<file path="src/rtl/alu_arbiter_if.sv">
// Handshake bundle between two ALU requesters, the alu_arbiter, and the writeback consumer.
// rsp_flags exists only when ALU_FLAGS_EN is defined.
interface alu_arbiter_if #(
    parameter int DATA_W = 32
);
    logic              req0_valid;
    logic              req0_ready;
    logic [DATA_W-1:0] req0_a;
    logic [DATA_W-1:0] req0_b;
    logic [1:0]        req0_op;
    logic              req1_valid;
    logic              req1_ready;
    logic [DATA_W-1:0] req1_a;
    logic [DATA_W-1:0] req1_b;
    logic [1:0]        req1_op;
    logic              rsp_valid;
    logic              rsp_ready;
    logic              rsp_id;
    logic [DATA_W-1:0] rsp_result;
`ifdef ALU_FLAGS_EN
    logic [3:0]        rsp_flags;
`endif

    modport master (
        output req0_valid, req0_a, req0_b, req0_op,
        input  req0_ready,
        output req1_valid, req1_a, req1_b, req1_op,
        input  req1_ready,
        output rsp_ready,
        input  rsp_valid, rsp_id, rsp_result
`ifdef ALU_FLAGS_EN
        , input rsp_flags
`endif
    );

    modport slave (
        input  req0_valid, req0_a, req0_b, req0_op,
        output req0_ready,
        input  req1_valid, req1_a, req1_b, req1_op,
        output req1_ready,
        input  rsp_ready,
        output rsp_valid, rsp_id, rsp_result
`ifdef ALU_FLAGS_EN
        , output rsp_flags
`endif
    );
endinterface

</file>
<file path="src/rtl/alu_arbiter.sv">
// Round-robin sharing of one ADD/SUB/AND/ORR ALU between two requesters with a registered
// single-entry result slot. Define ALU_FLAGS_EN to register and expose {N,Z,C,V} on rsp_flags.
module alu_arbiter #(
    parameter int DATA_W    = 32,
    parameter bit PRIO_INIT = 1'b0
) (
    input logic          clk,
    input logic          rst_n,
    alu_arbiter_if.slave bus
);
    typedef enum logic {EMPTY = 1'b0, FULL = 1'b1} state_t;

    localparam logic [1:0] OP_ADD = 2'd0;
    localparam logic [1:0] OP_SUB = 2'd1;
    localparam logic [1:0] OP_AND = 2'd2;

    state_t            state;
    logic              ptr;
    logic              id_p1;
    logic [DATA_W-1:0] result_p1;
    logic              slot_free;
    logic              gnt0;
    logic              gnt1;
    logic              gnt;
    logic [DATA_W-1:0] a_p0;
    logic [DATA_W-1:0] b_p0;
    logic [1:0]        op_p0;
    logic [DATA_W-1:0] res_p0;
`ifdef ALU_FLAGS_EN
    logic [3:0]        flags_p0;
    logic [3:0]        flags_p1;
`endif

    function automatic logic [DATA_W-1:0] alu_op(input logic [1:0] op,
                                                 input logic [DATA_W-1:0] a,
                                                 input logic [DATA_W-1:0] b);
        case (op)
            OP_ADD:  return a + b;
            OP_SUB:  return a - b;
            OP_AND:  return a & b;
            default: return a | b;
        endcase
    endfunction

`ifdef ALU_FLAGS_EN
    // Overflow is detected on a sign-extended DATA_W+1 result: the top two bits disagree.
    function automatic logic [3:0] alu_flags(input logic [1:0] op,
                                             input logic [DATA_W-1:0] a,
                                             input logic [DATA_W-1:0] b,
                                             input logic [DATA_W-1:0] r);
        logic [DATA_W:0]        ext;
        logic signed [DATA_W:0] sa;
        logic signed [DATA_W:0] sb;
        logic signed [DATA_W:0] sr;
        logic                   c;
        logic                   v;
        sa  = $signed({a[DATA_W-1], a});
        sb  = $signed({b[DATA_W-1], b});
        ext = '0;
        sr  = '0;
        c   = 1'b0;
        v   = 1'b0;
        case (op)
            OP_ADD: begin
                ext = {1'b0, a} + {1'b0, b};
                sr  = sa + sb;
                c   = ext[DATA_W];
                v   = sr[DATA_W] ^ sr[DATA_W-1];
            end
            OP_SUB: begin
                sr = sa - sb;
                c  = (a >= b);
                v  = sr[DATA_W] ^ sr[DATA_W-1];
            end
            default: ;
        endcase
        return {r[DATA_W-1], (r == '0), c, v};
    endfunction
`endif

    // Stage p0: grant and ALU evaluation on the selected requester
    always_comb begin
        slot_free = (state == EMPTY) || bus.rsp_ready;
        gnt0      = slot_free && bus.req0_valid && (!bus.req1_valid || !ptr);
        gnt1      = slot_free && bus.req1_valid && (!bus.req0_valid || ptr);
        gnt       = gnt0 || gnt1;
        a_p0      = gnt1 ? bus.req1_a  : bus.req0_a;
        b_p0      = gnt1 ? bus.req1_b  : bus.req0_b;
        op_p0     = gnt1 ? bus.req1_op : bus.req0_op;
        res_p0    = alu_op(op_p0, a_p0, b_p0);
    end

`ifdef ALU_FLAGS_EN
    assign flags_p0 = alu_flags(op_p0, a_p0, b_p0, res_p0);
`endif

    assign bus.req0_ready = gnt0;
    assign bus.req1_ready = gnt1;

    // Stage p1: result slot; a grant reloads it even while it is being drained
    always_ff @(posedge clk) begin
        if (!rst_n) begin
            state     <= EMPTY;
            ptr       <= PRIO_INIT;
            id_p1     <= 1'b0;
            result_p1 <= '0;
`ifdef ALU_FLAGS_EN
            flags_p1  <= 4'd0;
`endif
        end else begin
            case (state)
                EMPTY: if (gnt) state <= FULL;
                FULL:  if (bus.rsp_ready && !gnt) state <= EMPTY;
            endcase
            if (gnt) begin
                id_p1     <= gnt1;
                result_p1 <= res_p0;
                ptr       <= gnt0;
`ifdef ALU_FLAGS_EN
                flags_p1  <= flags_p0;
`endif
            end
        end
    end

    assign bus.rsp_valid  = (state == FULL);
    assign bus.rsp_id     = id_p1;
    assign bus.rsp_result = result_p1;
`ifdef ALU_FLAGS_EN
    assign bus.rsp_flags  = flags_p1;
`endif
endmodule
</file>
<file path="src/flat_wrapper.sv">
// flat-port wrapper written by rule: the top's interface ports become plain ports
module alu_arbiter_flat 
#(
    parameter int DATA_W    = 32,
    parameter bit PRIO_INIT = 1'b0
)
  (clk, rst_n, bus_req0_valid, bus_req0_a, bus_req0_b, bus_req0_op, bus_req0_ready, bus_req1_valid, bus_req1_a, bus_req1_b, bus_req1_op, bus_req1_ready, bus_rsp_ready, bus_rsp_valid, bus_rsp_id, bus_rsp_result);
  alu_arbiter_if #(.DATA_W(DATA_W)) bus_i ();
  input logic clk;
  input logic rst_n;
  input wire logic [$bits(bus_i.req0_valid)-1:0] bus_req0_valid;
  input wire logic [$bits(bus_i.req0_a)-1:0] bus_req0_a;
  input wire logic [$bits(bus_i.req0_b)-1:0] bus_req0_b;
  input wire logic [$bits(bus_i.req0_op)-1:0] bus_req0_op;
  output wire logic [$bits(bus_i.req0_ready)-1:0] bus_req0_ready;
  input wire logic [$bits(bus_i.req1_valid)-1:0] bus_req1_valid;
  input wire logic [$bits(bus_i.req1_a)-1:0] bus_req1_a;
  input wire logic [$bits(bus_i.req1_b)-1:0] bus_req1_b;
  input wire logic [$bits(bus_i.req1_op)-1:0] bus_req1_op;
  output wire logic [$bits(bus_i.req1_ready)-1:0] bus_req1_ready;
  input wire logic [$bits(bus_i.rsp_ready)-1:0] bus_rsp_ready;
  output wire logic [$bits(bus_i.rsp_valid)-1:0] bus_rsp_valid;
  output wire logic [$bits(bus_i.rsp_id)-1:0] bus_rsp_id;
  output wire logic [$bits(bus_i.rsp_result)-1:0] bus_rsp_result;
  assign bus_i.req0_valid = bus_req0_valid;
  assign bus_i.req0_a = bus_req0_a;
  assign bus_i.req0_b = bus_req0_b;
  assign bus_i.req0_op = bus_req0_op;
  assign bus_req0_ready = bus_i.req0_ready;
  assign bus_i.req1_valid = bus_req1_valid;
  assign bus_i.req1_a = bus_req1_a;
  assign bus_i.req1_b = bus_req1_b;
  assign bus_i.req1_op = bus_req1_op;
  assign bus_req1_ready = bus_i.req1_ready;
  assign bus_i.rsp_ready = bus_rsp_ready;
  assign bus_rsp_valid = bus_i.rsp_valid;
  assign bus_rsp_id = bus_i.rsp_id;
  assign bus_rsp_result = bus_i.rsp_result;
  alu_arbiter #(.DATA_W(DATA_W), .PRIO_INIT(PRIO_INIT)) u_core (.clk(clk), .rst_n(rst_n), .bus(bus_i));
endmodule
</file>
<file path="config.mk">
export PLATFORM = sky130hd
export DESIGN_NAME = alu_arbiter_flat
export DESIGN_NICKNAME = d
export VERILOG_FILES = /design/src/rtl/alu_arbiter_if.sv /design/src/rtl/alu_arbiter.sv /design/src/flat_wrapper.sv
export SDC_FILE = /design/constraint.sdc
export NUM_CORES = 1
export LEC_CHECK = 0
export ABC_AREA = 1
export CAP_MARGIN = 20
export CORE_UTILIZATION = 49
export CTS_CLUSTER_SIZE = 25
export DETAILED_ROUTE_END_ITERATION = 12
export PLACE_DENSITY = 0.92
export SLEW_MARGIN = 25
export SYNTH_ARGS = -nofsm -noshare
export SYNTH_HDL_FRONTEND = slang
export SYNTH_SLANG_ARGS = --single-unit
</file>
<file path="constraint.sdc">
create_clock -name clk -period 5.8 [get_ports clk]
set_input_delay 1.74 -clock clk [delete_from_list [all_inputs] [get_ports clk]]
set_output_delay 1.74 -clock clk [all_outputs]
set_load 0.01 [all_outputs]
</file>
## Word-level counts from Yosys, hierarchy flattened

Index checks and enable logic that the tools add are counted.
Widths: inputs -> output; s select.

| word-level totals | value |
|---|---|
| flip-flop bits (word level) | 35 |
| input port bits | 137 |
| logic and storage cells | 32 |

| operators by class | value |
|---|---|
| bitwise gates (word level) | 3 |
| multiplexer cells | 7 |
| reductions and logical operators | 14 |
| equal/unequal tests | 2 |
| $add $sub $neg | 2 |

Operators with widths:

| kind | number |
|---|---|
| $pmux 32 s3 | 1 |
| $mux 32 | 2 |
| $add 32x32->32 | 1 |
| $and 32x32->32 | 1 |
| $or 32x32->32 | 1 |
| $sub 32x32->32 | 1 |
| $logic_and 1x1->1 | 5 |
| $logic_not 1->1 | 4 |
| $logic_or 1x1->1 | 4 |
| $eq 2x1->1 const B | 1 |
| $eq 2x2->1 const B | 1 |
| $logic_not 2->1 | 1 |
| $mux 1 | 2 |
| $mux 2 | 1 |
| $pmux 1 s2 | 1 |
| $not 1->1 | 1 |

## Logic depth before layout (Yosys ltp)

Gate-level depths: netlist (run 1).

| logic depth | value |
|---|---|
| word-level depth | 9 |
| mapped depth | 29 |
| gate-level depth less buffers | 28 |

## Worst setup path after synthesis (run 1)

No wires, ideal clock.

| timing path | value |
|---|---|
| kind | input port to flip-flop |
| from | in bus_req1_valid |
| to | reg u_core.result_p1[18] (netlist: u_core.bus.rsp_result[18]) |
| path slack | 0.832 ns |
| arrival time | 4.825 ns |
| library setup time | 0.143 ns |
| stages on the path | 23 |
| data required time | 5.657 ns |
| buffers on the path | 4 |
| cells stage by stage | buf_2 -> nand3_4 -> buf_8 -> nand2_1 -> nand2_4 -> inv_2 -> nand2_4 -> buf_2 -> buf_2 -> nand2_1 -> o21ai_0 -> fa_1 -> inv_1 -> nand2_1 -> a21oi_1 -> a21boi_0 -> inv_1 -> nand2_1 -> nand2_1 -> a21oi_1 -> or2_2 -> nand3_1 -> a41oi_1 |

| on the way | value |
|---|---|
| cells in the longest elaborated chain, start to end | 5 |

Ends and longest elaborated chain:

| what | line | source |
|---|---|---|
| start: declaration | flat_wrapper.sv:16 | `input wire logic [$bits(bus_i.req1_valid)-1:0] bus_req1_valid;` |
| $logic_and 1x1->1 (2 in series) | alu_arbiter.sv:85 | `gnt1 = slot_free && bus.req1_valid && (!bus.req0_valid \|\| ptr);` |
| $mux 32, or another cell as far along | alu_arbiter.sv:87 | `a_p0 = gnt1 ? bus.req1_a : bus.req0_a;` |
| $sub 32x32->32, or another cell as far along | alu_arbiter.sv:39 | `OP_SUB: return a - b;` |
| $pmux 32 s3 | alu_arbiter.sv:37 | `case (op)` |
| end signal: assignment | alu_arbiter.sv:117 | `result_p1 <= res_p0;` |
| end: declaration | alu_arbiter.sv:20 | `logic [DATA_W-1:0] result_p1;` |

Parallel ways exist; a longest one is shown, timed or not.
A chain may end at the register's enable or synchronous reset.

## Worst setup path after layout (run 1)

| timing path | value |
|---|---|
| from | in bus_rsp_ready |
| to | reg u_core.result_p1[24] (netlist: u_core.bus.rsp_result[24]) |

| on the way | value |
|---|---|
| cells in the longest elaborated chain, start to end | 6 |

Ends and longest elaborated chain:

| what | line | source |
|---|---|---|
| start: declaration | flat_wrapper.sv:21 | `input wire logic [$bits(bus_i.rsp_ready)-1:0] bus_rsp_ready;` |
| $logic_or 1x1->1 (*) | alu_arbiter.sv:83 | `slot_free = (state == EMPTY) \|\| bus.rsp_ready;` |
| $logic_and 1x1->1 (2 in series) | alu_arbiter.sv:85 |  |
| $mux 32, or another cell as far along | alu_arbiter.sv:87 |  |
| $sub 32x32->32, or another cell as far along | alu_arbiter.sv:39 |  |
| $pmux 32 s3 | alu_arbiter.sv:37 |  |

Mark *: on every way between the ends. The rest lies on a longest branch, timed or not.

==> metrics.md, run 1 <==
| Metric | Value |
|---|---|
| Status | finished, final reports clean |
| Rows | 38 |
| CTS tree | yes |
| Core box area | 10,900 µm² |
| Setup violators final | 0 |
| HP Class | reg -> reg |
| RR Endpoint | u_core.bus.rsp_result[24] |
| Crit Path Category | in -> reg |
| DR vias | 7,176 |
| Final Worst Setup Slack | 0.223 ns |
| Placed Area | 7400 µm² |
| # IOs | 173 |
| Final period util | 96.2% |
| Critical Path RT | 5.95 ns |
| GR Overflow Total | 0 |
| CTS Buf Count | 5 |
| Type of origin of the critical path | input port |
| Slew Limit Headroom | 48.3% |
| Most frequent cells in the layout | nand2_1, clkdlybuf4s50_1, o21ai_0 |
| Vias per cell | 5.93 |
| Power Dens Cells | 235 nW/µm² |
| Hold path endpoint | u_core.bus.rsp_id |
| Worst path cell trace | clkdlybuf4s50_1, inv_1, nand2_4, nand3_4, buf_4, inv_2, nand2_1, nand2_4, inv_2, nand2_4, inv_2, a31oi_1, o21bai_1, xor2_1, ha_1, a21oi_1, o21ai_0, a21oi_1, nand3_1, a21o_1, or2_2, nand3_1, a31oi_1 |
| Crit path DAT | 5.72 ns |
| Synth unique cells | 52 |
| Main flop type after synthesis | dfxtp_1 |
| Initial drt markers | 748 |
| Async set or reset register ratio after synthesis | 0% |
| Hold path cells | 2 |
| CP Capture Type | flip-flop |
| Synth Register Bits | 35 |
| CP max stage delay | 0.45 ns |
| Most common cell after layout, fill and taps aside | nand2_1 |
| DRC Markers | 0 |
| Clk network pwr share | 15.9% |
| WP buf/inv | 6 |
| Net Sw Power | 0.000839 W |
| Hold buffer count at CTS | 0 |
| Reg power frac | 16.9% |
| Area Growth Syn to Fin | 37.5% |
| MaxCap Viol Count | 0 |
| Logic pwr share | 67.2% |
| Total GRT Usage | 32.9% |
| Register clock-pin slew on the reported worst setup and hold paths | 0.06 ns |
| Mapped Area | 5530 µm² |
| Drt pass-1 iters | 6 |
| Post-synth EDFFs | 0 |
| PortBufs | 172 |
| Drt total wl | 19.5 mm |
| Worst flop-to-flop path startpoint | u_core.bus.rsp_valid |
| Largest vdd supply drop | 181 µV |
| Starting Density | 50.5% |
| Hold Startpoint | u_core.bus.rsp_id |
| Int Power | 0.000950 W |
| Slew @ Worst Pin | 0.773 ns |
| Sequential cell area fraction in the yosys report | 12.7% |
| Worst-case clock buffer depth | 2 |
| Worst Clk Skew | 0.0198 ns |
| Fmax | 179 MHz |
| GP Congestion | 1.08 |
| Leakage | 3.43 nW |
| Layout cell share with drive strength beyond 1 | 11.5% |
| RSZ-0062 raised after global routing | true |
| Slowest CP cell | clkdlybuf4s50_1 |
| Global-route wire length before repair | 30.6 mm |
| Crit-path leading delay family | compound AO/OA/AOI/OAI gates |
| Final Hold Fails | 0 |
| Sum Neg Setup Slack | 0 ns |
| Die Y | 108 µm |
| N_diodes | 0 |
| YS warnings | 0 |
| Design Area, Final | 7600 µm² |
| WL per Instance | 16.1 µm |
| Post-DP HPWL | 15.4 mm |
| Mean Syn Cell Area | 6.11 µm² |
| Final nets | 1,242 |
| Post-DRT Antenna Nets | 0 |
| Die Width | 108 µm |
| Pre-CTS setup slack | -0.0186 ns |
| Root buf cell | clkbuf_16 |
| Register-to-Register Path Depth | 21 |
| Die area | 11,700 µm² |
| Initial antenna violation count | 0 |
| Switching Fraction | 46.9% |
| Pin count of the biggest net entering global routing | 35 |
| Final min period | 5.58 ns |
| Synthesized net count | 1,076 |
| Critical path peak fanout | 14 |
| Slew Viols, Final | 0 |
| CTS H-tree depth | 2 |
| Clock Latency Late Sink | 0.29 ns |
| R2R setup slack | 1.79 ns |
| Vias in the first global route | 6,508 |
| Fillers | 924 |
| Synth Instances | 904 |
| Clk sinks | 35 |
[flip-flops by register name, summed over array words and instances, names as in the netlist]
name                   count
u_core.ptr                 1
u_core.bus.rsp_id          1
u_core.bus.rsp_result     32
u_core.bus.rsp_valid       1
[area by class of cell]
type	instances	area (µm²)	area share, %
Multi-Input combinational cell	740	4330	56.9
Sequential cell	35	701	9.22
Clock buffer	6	139	1.83
Timing Repair Buffer	195	1900	25.1
Inverter	93	349	4.59
Tap cell	140	175	2.30
Clock inverter	1	5.00	0.0659
[metal layers]
metal	part of all wire, %	vias up	global-route usage [%]
met3	13	81	8.14
met4	3.2	0	10.2
met1	40	3180	43.9
met5	0	-	0
met2	43	520	51.9
li1	-	3395	-
[stage by stage]
stage	instances	total power, W	util (%)	hold WS [ns]
floorplan	904	0.00106	-	0.458
global placement	1200	0.00143	67.7	0.452
detailed placement	1200	0.00145	67.7	0.455
CTS	1207	0.00174	69.0	0.467
global route	1210	0.00190	69.5	0.495
finish	1210	0.00179	69.5	0.473
[power by group through the flow]
stage | Clock, W | Sequential (W) | Combinational (W)
4_1_cts | 0.000279 | 0.000303 | 0.00115
2_1_floorplan | 0 | 0.000323 | 0.000739
3_5_place_dp | 0 | 0.000307 | 0.00114
6_report | 0.000284 | 0.000303 | 0.00120
3_3_place_gp | 0 | 0.000306 | 0.00112
5_1_grt | 0.000289 | 0.000307 | 0.00131
[cells by family (layout without fill, tap and decap cells)]
logic type	Yosys count	in the layout	synth area share, %
xor gates and xnor gates	41	41	6.63
buffers and inverters	130	295	9.82
and+or+nand+nor	390	391	34.5
adders and majority gates	38	38	8.60
muxes	6	6	1.09
DFF	35	35	12.7
AOI/OAI and AO/OA	264	264	26.7
[worst register-to-register path, cell delays in order, from the launching register on]
cell,delay [ns]
dfxtp_1,0.40
nand2_4,0.10
nand3_4,0.18
buf_4,0.16
buf_12,0.18
nand2_1,0.12
nand2_4,0.09
inv_2,0.05
nand2_4,0.13
inv_2,0.14
a31oi_1,0.27
o21bai_1,0.18
xor2_1,0.19
ha_1,0.33
a21oi_1,0.20
o21ai_0,0.12
a21oi_1,0.16
nand3_1,0.22
a21o_1,0.24
or2_2,0.27
nand3_1,0.07
a31oi_1,0.07
[cell usage after synthesis (11+ instances only)]
cell,number,area [µm²]
a21oi_1,93,465
buf_2,13,65.1
clkbuf_1,17,63.8
dfxtp_1,35,701
ha_1,34,425
inv_1,87,327
nand2_1,177,664
nand2_2,17,106
nand2_4,15,169
nand3_1,38,190
nand4_1,27,169
nor2_1,63,236
o211ai_1,11,82.6
o21ai_0,111,556
or2_2,26,163
xnor2_1,13,114
xor2_1,27,236
[worst max-delay path by stage]
stage / from / endpoint / slack (ns) / cells after the start
after detailed placement: bus_req1_valid / u_core.bus.rsp_result[25] / -0.02 / 21
after floorplan: bus_req1_valid / u_core.bus.rsp_result[18] / 0.83 / 23
final: bus_rsp_ready / u_core.bus.rsp_result[24] / 0.22 / 23
after global routing: bus_rsp_ready / u_core.bus.rsp_result[27] / -0.05 / 26
after CTS: bus_req1_valid / u_core.bus.rsp_result[28] / 0.26 / 21
after global placement: bus_req1_valid / u_core.bus.rsp_result[25] / 0.09 / 21
[timing repair]
item                       in CTS  in global routing
gates resized for setup         0                  9
setup endpoints to repair       0                 16
setup buffers                   0                  2
(Power assumes the default switching activity.)
==> run 2: changes to the inputs <==
--- a/config.mk
+++ b/config.mk
@@ -8,7 +8,6 @@
 export ABC_AREA = 1
 export CAP_MARGIN = 20
 export CORE_UTILIZATION = 49
-export CTS_CLUSTER_SIZE = 25
 export DETAILED_ROUTE_END_ITERATION = 12
 export PLACE_DENSITY = 0.92
 export SLEW_MARGIN = 25
==> results of run 2 <==
The final DEF is identical to that of run 1; final timing and power are the same.
==> run 3: changes to the inputs <==
--- a/config.mk
+++ b/config.mk
@@ -9,6 +9,7 @@
 export CAP_MARGIN = 20
 export CORE_UTILIZATION = 49
 export DETAILED_ROUTE_END_ITERATION = 12
+export HOLD_SLACK_MARGIN = 0.08
 export PLACE_DENSITY = 0.92
 export SLEW_MARGIN = 25
 export SYNTH_ARGS = -nofsm -noshare
==> results of run 3 <==
The final DEF is identical to that of run 1; final timing and power are the same.
